## config.mk

```make
export PLATFORM = sky130hd
export DESIGN_NAME = uart_cmd_decoder
export DESIGN_NICKNAME = d
export VERILOG_FILES = /design/src/rtl/uart_cmd_decoder.sv
export SDC_FILE = /design/constraint.sdc
export NUM_CORES = 1
export LEC_CHECK = 0
export ABC_AREA = 1
export CAP_MARGIN = 5
export CORE_MARGIN = 3
export CORE_UTILIZATION = 56
export CTS_CLUSTER_DIAMETER = 150
export CTS_CLUSTER_SIZE = 24
export DETAILED_ROUTE_END_ITERATION = 8
export PLACE_DENSITY = 0.84
export SLEW_MARGIN = 20
export SYNTH_ARGS = -nofsm -noshare
export SYNTH_HDL_FRONTEND = slang
export SYNTH_SLANG_ARGS = --single-unit
```

## constraint.sdc

```tcl
create_clock -name clk -period 4.51 [get_ports clk]
set_input_delay 0.902 -clock clk [delete_from_list [all_inputs] [get_ports clk]]
set_output_delay 0.902 -clock clk [all_outputs]
set_load 0.005 [all_outputs]
```

## src/rtl/uart_cmd_decoder.sv

```systemverilog
// UART RX byte frames -> sreg_ctrl cmd_valid/cmd_ready handshake; read data streamed back as TX bytes.
// cmd_valid rises one cycle after the last frame byte; tx_ready stalls TX per byte; CMD_CHECKSUM_EN adds XOR check bytes.
module uart_cmd_decoder #(
  parameter int         DATA_W   = 42,
  parameter int         N_BYTES  = 6,
  parameter int         TIMEOUT  = 1000,
  parameter logic [4:0] HDR_MARK = 5'b10101
) (
  input  logic              clk,
  input  logic              rst_n,
  input  logic [7:0]        rx_dout,
  input  logic              rx_vout,
  output logic              cmd_valid,
  output logic [2:0]        cmd,
  output logic [DATA_W-1:0] data_in,
  input  logic              cmd_ready,
  input  logic [DATA_W-1:0] data_out,
  output logic [7:0]        tx_din,
  output logic              tx_vin,
  input  logic              tx_ready,
  output logic              busy,
  output logic              frame_err
);
  localparam int CW = $clog2(N_BYTES + 1);
  localparam int TW = $clog2(TIMEOUT + 1);
  localparam logic [CW-1:0] LAST_BYTE = CW'(N_BYTES - 1);
  localparam logic [TW-1:0] TOUT_MAX  = TW'(TIMEOUT);
`ifdef CMD_CHECKSUM_EN
  localparam logic [CW-1:0] CSUM_IDX  = CW'(N_BYTES);
`endif

  typedef enum logic [2:0] {
    IDLE,
    RX_PAY,
`ifdef CMD_CHECKSUM_EN
    RX_CSUM,
`endif
    ISSUE,
    WAIT_DONE,
    TX
  } state_t;

  state_t            state_q, state_d;
  logic [2:0]        cmd_q, cmd_d;
  logic [DATA_W-1:0] data_in_q, data_in_d;
  logic [DATA_W-1:0] rdata_q, rdata_d;
  logic              cmd_valid_q, cmd_valid_d;
  logic [7:0]        tx_din_q, tx_din_d;
  logic              tx_vin_q, tx_vin_d;
  logic              busy_q, busy_d;
  logic              frame_err_q, frame_err_d;
  logic [CW-1:0]     byte_cnt_q, byte_cnt_d;
  logic [TW-1:0]     tout_q, tout_d;
  logic              wait_first_q, wait_first_d;
`ifdef CMD_CHECKSUM_EN
  logic [7:0]        csum_q, csum_d;
`endif

  function automatic logic has_payload(input logic [2:0] c);
    return !(c == 3'b001 || c == 3'b010 || c == 3'b111);
  endfunction

  // Byte k of a word; bits beyond DATA_W read as zero.
  function automatic logic [7:0] word_byte(input logic [DATA_W-1:0] w, input logic [CW-1:0] k);
    logic [7:0] b;
    b = '0;
    for (int i = 0; i < DATA_W; i++)
      if (i / 8 == int'(k)) b[i[2:0]] = w[i];
    return b;
  endfunction

  function automatic logic [DATA_W-1:0] put_byte(input logic [DATA_W-1:0] w, input logic [CW-1:0] k,
                                                 input logic [7:0] b);
    logic [DATA_W-1:0] r;
    r = w;
    for (int i = 0; i < DATA_W; i++)
      if (i / 8 == int'(k)) r[i] = b[i[2:0]];
    return r;
  endfunction

  always_comb begin
    state_d      = state_q;
    cmd_d        = cmd_q;
    data_in_d    = data_in_q;
    rdata_d      = rdata_q;
    tx_din_d     = tx_din_q;
    tx_vin_d     = tx_vin_q;
    frame_err_d  = 1'b0;
    byte_cnt_d   = byte_cnt_q;
    tout_d       = tout_q;
    wait_first_d = 1'b0;
`ifdef CMD_CHECKSUM_EN
    csum_d       = csum_q;
`endif
    case (state_q)
      IDLE: begin
        if (rx_vout) begin
          if (rx_dout[7:3] == HDR_MARK) begin
            cmd_d      = rx_dout[2:0];
            data_in_d  = '0;
            byte_cnt_d = '0;
            tout_d     = '0;
`ifdef CMD_CHECKSUM_EN
            csum_d     = rx_dout;
            state_d    = has_payload(rx_dout[2:0]) ? RX_PAY : RX_CSUM;
`else
            state_d    = has_payload(rx_dout[2:0]) ? RX_PAY : ISSUE;
`endif
          end else begin
            frame_err_d = 1'b1;
          end
        end
      end
      RX_PAY: begin
        if (rx_vout) begin
          data_in_d = put_byte(data_in_q, byte_cnt_q, rx_dout);
          tout_d    = '0;
`ifdef CMD_CHECKSUM_EN
          csum_d    = csum_q ^ rx_dout;
`endif
          if (byte_cnt_q == LAST_BYTE) begin
            byte_cnt_d = '0;
`ifdef CMD_CHECKSUM_EN
            state_d    = RX_CSUM;
`else
            state_d    = ISSUE;
`endif
          end else begin
            byte_cnt_d = byte_cnt_q + 1'b1;
          end
        end else if (tout_q == TOUT_MAX - 1'b1) begin
          // Partial data_in is left as-is; nothing is issued.
          frame_err_d = 1'b1;
          tout_d      = '0;
          byte_cnt_d  = '0;
          state_d     = IDLE;
        end else begin
          tout_d = tout_q + 1'b1;
        end
      end
`ifdef CMD_CHECKSUM_EN
      RX_CSUM: begin
        if (rx_vout) begin
          tout_d = '0;
          if (rx_dout == csum_q) begin
            state_d = ISSUE;
          end else begin
            frame_err_d = 1'b1;
            state_d     = IDLE;
          end
        end else if (tout_q == TOUT_MAX - 1'b1) begin
          frame_err_d = 1'b1;
          tout_d      = '0;
          state_d     = IDLE;
        end else begin
          tout_d = tout_q + 1'b1;
        end
      end
`endif
      ISSUE: begin
        if (rx_vout) frame_err_d = 1'b1;
        if (cmd_ready) begin
          wait_first_d = 1'b1;
          state_d      = WAIT_DONE;
        end
      end
      WAIT_DONE: begin
        if (rx_vout) frame_err_d = 1'b1;
        // wait_first_q masks the ready that accompanied the latch cycle.
        if (!wait_first_q && cmd_ready) begin
          if (cmd_q == 3'b001 || cmd_q == 3'b111) begin
            rdata_d    = data_out;
            tx_din_d   = word_byte(data_out, '0);
            tx_vin_d   = 1'b1;
            byte_cnt_d = '0;
`ifdef CMD_CHECKSUM_EN
            csum_d     = '0;
`endif
            state_d    = TX;
          end else begin
            state_d = IDLE;
          end
        end
      end
      TX: begin
        if (rx_vout) frame_err_d = 1'b1;
        if (tx_vin_q && tx_ready) begin
`ifdef CMD_CHECKSUM_EN
          csum_d = csum_q ^ tx_din_q;
          if (byte_cnt_q == CSUM_IDX) begin
            tx_vin_d   = 1'b0;
            tx_din_d   = '0;
            byte_cnt_d = '0;
            state_d    = IDLE;
          end else if (byte_cnt_q == LAST_BYTE) begin
            tx_din_d   = csum_q ^ tx_din_q;
            byte_cnt_d = CSUM_IDX;
          end else begin
            tx_din_d   = word_byte(rdata_q, byte_cnt_q + 1'b1);
            byte_cnt_d = byte_cnt_q + 1'b1;
          end
`else
          if (byte_cnt_q == LAST_BYTE) begin
            tx_vin_d   = 1'b0;
            tx_din_d   = '0;
            byte_cnt_d = '0;
            state_d    = IDLE;
          end else begin
            tx_din_d   = word_byte(rdata_q, byte_cnt_q + 1'b1);
            byte_cnt_d = byte_cnt_q + 1'b1;
          end
`endif
        end
      end
      default: state_d = IDLE;
    endcase
    cmd_valid_d = (state_d == ISSUE);
    busy_d      = (state_d != IDLE);
  end

  always_ff @(posedge clk or negedge rst_n) begin
    if (!rst_n) begin
      state_q      <= IDLE;
      cmd_q        <= '0;
      data_in_q    <= '0;
      rdata_q      <= '0;
      cmd_valid_q  <= 1'b0;
      tx_din_q     <= '0;
      tx_vin_q     <= 1'b0;
      busy_q       <= 1'b0;
      frame_err_q  <= 1'b0;
      byte_cnt_q   <= '0;
      tout_q       <= '0;
      wait_first_q <= 1'b0;
`ifdef CMD_CHECKSUM_EN
      csum_q       <= '0;
`endif
    end else begin
      state_q      <= state_d;
      cmd_q        <= cmd_d;
      data_in_q    <= data_in_d;
      rdata_q      <= rdata_d;
      cmd_valid_q  <= cmd_valid_d;
      tx_din_q     <= tx_din_d;
      tx_vin_q     <= tx_vin_d;
      busy_q       <= busy_d;
      frame_err_q  <= frame_err_d;
      byte_cnt_q   <= byte_cnt_d;
      tout_q       <= tout_d;
      wait_first_q <= wait_first_d;
`ifdef CMD_CHECKSUM_EN
      csum_q       <= csum_d;
`endif
    end
  end

  assign cmd_valid = cmd_valid_q;
  assign cmd       = cmd_q;
  assign data_in   = data_in_q;
  assign tx_din    = tx_din_q;
  assign tx_vin    = tx_vin_q;
  assign busy      = busy_q;
  assign frame_err = frame_err_q;

endmodule

```

==> metrics.txt, run 1 <==
Seq cells post-synth 116; worst reg2reg path depth 10; CP Class in -> reg; P per Cell Area roughly 600 nW/um^2; post-synthesis compound-gate area fraction 7.724%; core area between 9000 and 10,000 sq um; Worst Clk Skew 0.009257 ns; Critical Path, Cell by Cell clkdlybuf4s50_1 -> inv_1 -> o21ai_1 -> nand2_2 -> nor2_8 -> nand2_4 -> nand2_1 -> o21ai_1; Post-CTS Resized 0; run status completed; Slew headroom 48.31%; residual DRC count 0; worst-path fanout max 51; LEAKAGE 3.532 nW; Setup violations, final 0; drt initial violations 406; final total negative setup slack 0 ns; Vias about 5.3k; cell mode on critical path o21ai_1; main combinational cell family by area after synthesis simple AND/OR/NAND/NOR gates; Starting Density about three fifths; final hold violations 0; chip width 105.2 um; Worst path slowest cell nor2_8; crit path from cmd_ready; synth-to-layout area growth 31.14%; slowest stage delay, CP 0.48 ns; Gate Count Post-Synth 703; root buffer cell clkbuf_8; Post-Synth Adder-Cell Area 0.4543%; critical path arrival between 3 and 4 ns; clock buffer count from CTS 17; Min-Delay Path Class in -> async; crit path launch type primary input; post-synthesis mux area share 0%; Crit. End Element flip-flop; initial antenna violation count 0; GRT Residual Overflow 0; Tmin final roughly 2.8 ns; fin nets 865; part of the cycle the worst path needs 62.10%; CP required 4.89 ns; IO Pins between 100 and 150; DP HPWL 9932 um; cell family with most CP delay simple AND/OR/NAND/NOR gates; post-synth cell types 30; GPL Wtd Cong around 0.89; layout cell share with drive strength beyond 1 ~6.5%; routed length per instance 15.55 um; CTS sink cnt 116; Least-Margin Pin Slew 0.7754 ns; max cap viols 0; final WL 14,780 um; CTS tree yes; Buffers on Ports 111; Fill cells 663; RSZ-0062 raised after global routing false; Syn Area/Cell 7.835 sq um; syn nets 760; commonest cells after routing, fill and taps aside 236 x nand2_1, 116 x dfrtp_1, 110 x clkdlybuf4s50_1; drt pass-1 iters 5; simple logic cell fraction of the synthesized area around 32%; global-route wire length before repair between 20,000 and 25,000 um; clk_lat worst skew 0.53 ns; Worst Path Buf+Inv 2; R2R Path Start state_q[0]; Post-CTS Hold Fix Bufs 0; FF-to-FF End rdata_q[0]; vias per cell about 5.6; most common cell after layout, fill and taps aside nand2_1; pin count of the biggest net entering global routing between 80 and 90; DIE AREA 11,060 sq um; clk buf depth 2; antenna diode count 0; Post-CTS Setup Bufs 0; worst vdd ir slightly below 0.3 mV; CP Depth 8; Rows 35; clock slew at reported path FFs 0.07 ns; Post-Syn Area 5508 sq um; FMAX 0.3570 GHz; xor-xnor portion of the synthesized cell area less than 1%; r2r setup slk approximately 1.7 ns; die span in y 105.2 um; fin. max-slew vios 0; antenna viol nets, final 0; sequential share of the synthesized area 52.70%; GR Util All Layers 27.55%; Setup crit end rdata_q[0]; Synth Warn # 0; Clock H-tree levels 4; vias in the first global route 5,137; worst hold margin roughly 0.42 ns
==> logic make-up after synthesis <==
kind of cell,after synthesis
AOI/OAI and AO/OA,81
DFF,116
and+or+nand+nor,419
xor gates and xnor gates,3
buffers and inverters,82
adders and majority gates,2
==> how the worst min path moves through the flow <==
stage,end,slack (ns),depth (start not counted)
after floorplan,rdata_q[16],0.43,2
after global routing,tout_q[4],0.49,1
final,tout_q[4],0.42,1
after global placement,rdata_q[16],0.46,2
after CTS,rdata_q[16],0.47,2
after detailed placement,rdata_q[16],0.46,2
==> area by class of cell <==
class / instances / area, sq um / area share, %
repair buffers: 113 / 1127 / 15.61
clock inverters: 15 / 162.7 / 2.252
well taps: 129 / 161.4 / 2.235
multi-input cells: 505 / 2248 / 31.13
flip-flops and latches: 116 / 2903 / 40.19
clock buffers: 17 / 414.1 / 5.734
inverters: 55 / 206.4 / 2.858
==> registers in the layout (all words and copies together) (netlist names) <==
name          flops
wait_first_q      1
frame_err         1
state_q           3
rdata_q          42
tx_vin            1
tx_din            8
cmd_valid         1
busy              1
tout_q           10
cmd               3
data_in          42
byte_cnt_q        3
==> cells in the mapped netlist <==
master / number / area (sq um)
a21o_1: 1 / 7.510
a21oi_1: 11 / 55.05
buf_2: 15 / 75.07
buf_4: 4 / 30.03
buf_6: 2 / 22.52
clkbuf_1: 6 / 22.52
dfrtp_1: 116 / 2903
ha_1: 2 / 25.02
inv_1: 51 / 191.4
inv_2: 4 / 15.01
nand2_1: 236 / 885.9
nand2_2: 3 / 18.77
nand2_4: 2 / 22.52
nand3_1: 80 / 400.4
nand3b_1: 2 / 15.01
nand4_1: 6 / 37.54
nor2_1: 70 / 262.8
nor2_2: 3 / 18.77
nor2_4: 1 / 11.26
nor2_8: 1 / 20.02
nor3_1: 12 / 60.06
nor4_1: 1 / 6.260
o211a_1: 1 / 10.01
o21ai_0: 32 / 160.2
o21ai_1: 33 / 165.2
o21ai_2: 1 / 8.760
o22ai_1: 1 / 6.260
o31ai_2: 1 / 12.51
or2_2: 2 / 12.51
xor2_1: 3 / 26.28
==> where the power goes <==
group / switching [mW] / leakage [nW] / internal, mW / total (mW)
combinational: 0.731 / 1.74 / 0.625 / 1.36
sequential: 0.262 / 1.52 / 1.40 / 1.67
clock: 0.564 / 0.280 / 0.759 / 1.32
==> worst register-to-register path: stages (launching register included) <==
cell and delay [ns]:
dfrtp_1 0.43, nor2_1 0.08, nand2_1 0.06, buf_4 0.36, inv_2 0.18, nand2_1 0.18
nand2_4 0.13, nor2_8 0.47, nand2_4 0.46, nand2_1 0.20, o21ai_1 0.09
==> routing by layer <==
layer  vias to the layer above  global-route usage, %  routed length [um]
li1                       2468                      -                   -
met1                      2457                  33.93                5936
met2                       302                  45.97                7344
met3                        47                  6.856                1096
met4                         0                  12.09                 400
met5                         -                      0                   0
==> through the flow <==
stage          cells  total power, mW  util [%]  cell area [sq um]  worst slack, ns
6_report         950            4.344     76.72               7223            1.709
5_1_grt          950            4.606     76.72               7223            1.459
4_1_cts          950            4.339     76.68               7219            1.723
3_5_place_dp     918            2.995     70.55               6643            1.200
3_3_place_gp     918            2.930     70.55               6643            1.323
2_1_floorplan    703            2.379         -               5508            2.530
Power figures use the tool's default switching activity.
==> run 2: changes to the inputs <==
Settings changed: CORE_UTILIZATION 56 to 52, PLACE_DENSITY 0.84 to 0.79.
Clock period 4.51 ns to 2.9 ns, I/O delays scaled along.
==> run 2 against run 1 <==
Sequential share of layout area down 0.18 points. Clock-buffer cell count unchanged. Via count down 4.0%. Critical path depth down 1. Setup slack worse by 1.2 ns. Sequential power up 54%. Non-clock buffer count up 3. Wire length down 5.2%. First-iteration DRC count down 22%. Core utilization down 4.5 points. Critical endpoint is now data_in[23].
==> metrics.txt, run 2 (synthesis gave the netlist of run 1 again) <==
Buffers on Ports 111; layout cell share with drive strength beyond 1 6.796%; drt pass-1 iters 5; RSZ-0062 raised after global routing false; pin count of the biggest net entering global routing between 60 and 70; final instance area approximately 7300 sq um; GRT Residual Overflow 0; final hold violations 0; vias per cell roughly 5.3; Vias 5,065; fin. max-slew vios 0; Starting Density 54.83%; worst vdd ir 0.5501 mV; run status completed; global-route wire length before repair 23,240 um; vias in the first global route 4,921; FMAX 0.4271 GHz; final total negative setup slack 0 ns; CTS tree yes; Fill cells 756; Setup violations, final 0; synth-to-layout area growth 31.74%; LEAKAGE 3.544 nW; antenna diode count 0; CTS sink cnt 116; Least-Margin Pin Slew between 0.5 and 0.6 ns; Rows 36; clock buffer count from CTS 17; initial antenna violation count 0; clock slew at reported path FFs 0.06 ns; Min-Delay Path Class in -> async; antenna viol nets, final 0; Clock H-tree levels 4; GPL Wtd Cong 0.9476; fin nets 868; root buffer cell clkbuf_8; CP required between 3 and 4 ns; P per Cell Area between 900 and 1000 nW/um^2; GR Util All Layers 24.92%; Slew headroom 65.97%; DP HPWL 10,020 um; IO Pins 112; clk buf depth 2; Crit. End Element flip-flop; max cap viols 0; crit path launch type flip-flop; Tmin final 2.341 ns; Post-CTS Resized 0; CP Class reg -> reg; clk_lat worst skew 0.50 ns; Worst Clk Skew 0.005557 ns; core area between 10,000 and 15,000 sq um; chip width between 100 and 150 um; commonest cells after routing, fill and taps aside 236 x nand2_1, 116 x dfrtp_1, 110 x clkdlybuf4s50_1; most common cell after layout, fill and taps aside nand2_1; final WL about 14,000 um; Post-CTS Setup Bufs 0; worst hold margin roughly 0.022 ns; routed length per instance 14.63 um; critical path arrival roughly 2.8 ns; die span in y 108.9 um; DIE AREA 11,860 sq um; residual DRC count 0; Post-CTS Hold Fix Bufs 0; Area after DPL 6695 sq um; drt initial violations around 320; part of the cycle the worst path needs 80.73%; worst-path fanout max 14
## run 2: changes by cell type in the layout (fill, tap and decap cells not counted), sizes merged
| cell | change |
|---|---|
| buf | +3 |
| clkinv | +3 |
| clkinvlp | +1 |
| inv | -4 |
## run 2: cell type report
class / instances / area (sq um) / area share, %
inverter: 55 / 206.4 / 2.845
multi-input combinational: 505 / 2248 / 30.99
timing repair buffer: 116 / 1171 / 16.14
sequential: 116 / 2903 / 40.01
tap: 133 / 166.4 / 2.294
clock inverter: 15 / 146.4 / 2.018
clock buffer: 17 / 414.1 / 5.708
## run 2: where the power goes
group	total (mW)	internal (mW)	switching [mW]
Clock	1.96	1.16	0.805
Combinational	2.12	0.998	1.12
Sequential	2.58	2.18	0.395
Total	6.66	4.34	2.32
## run 2: stage by stage
step,instances,util (%),setup WS (ns),total power [mW]
global placement,925,66.65,0.3678,4.607
floorplan,703,-,1.028,3.699
CTS,957,72.23,0.5971,6.680
global route,957,72.23,0.3169,7.100
detailed placement,925,66.65,0.3131,4.690
finish,957,72.23,0.5588,6.661
## run 2: worst max-delay path: stages, from the launching register on
cell and delay, ns:
dfrtp_1 0.42, nor2_2 0.18, nand2_1 0.33, inv_1 0.46, o21ai_0 0.27, nand2_1 0.40, nand2_1 0.10, o21ai_1 0.10
## run 2: path summary, 6_finish.rpt
path,from,slack [ns],depth (start not counted),endpoint
worst max-delay path,state_q[2],0.56,7,data_in[23]
worst min-delay path,rst_n,0.02,1,tout_q[6]
worst min register to register,rdata_q[17],0.47,2,rdata_q[17]
worst max register to register,state_q[2],0.56,7,data_in[23]
min in group clk,rdata_q[17],0.47,2,rdata_q[17]
max in group asynchronous,rst_n,2.20,2,rdata_q[20]
## run 2: metal layers
layer / vias up / track usage, % / wire [um] / share of wire [%]
met5: - / 0 / 0 / 0
met4: 0 / 9.017 / 223 / 1.6
met3: 26 / 4.559 / 812 / 5.8
met2: 197 / 41.14 / 6841 / 49
met1: 2367 / 32.97 / 6124 / 44
li1: 2475 / - / - / -
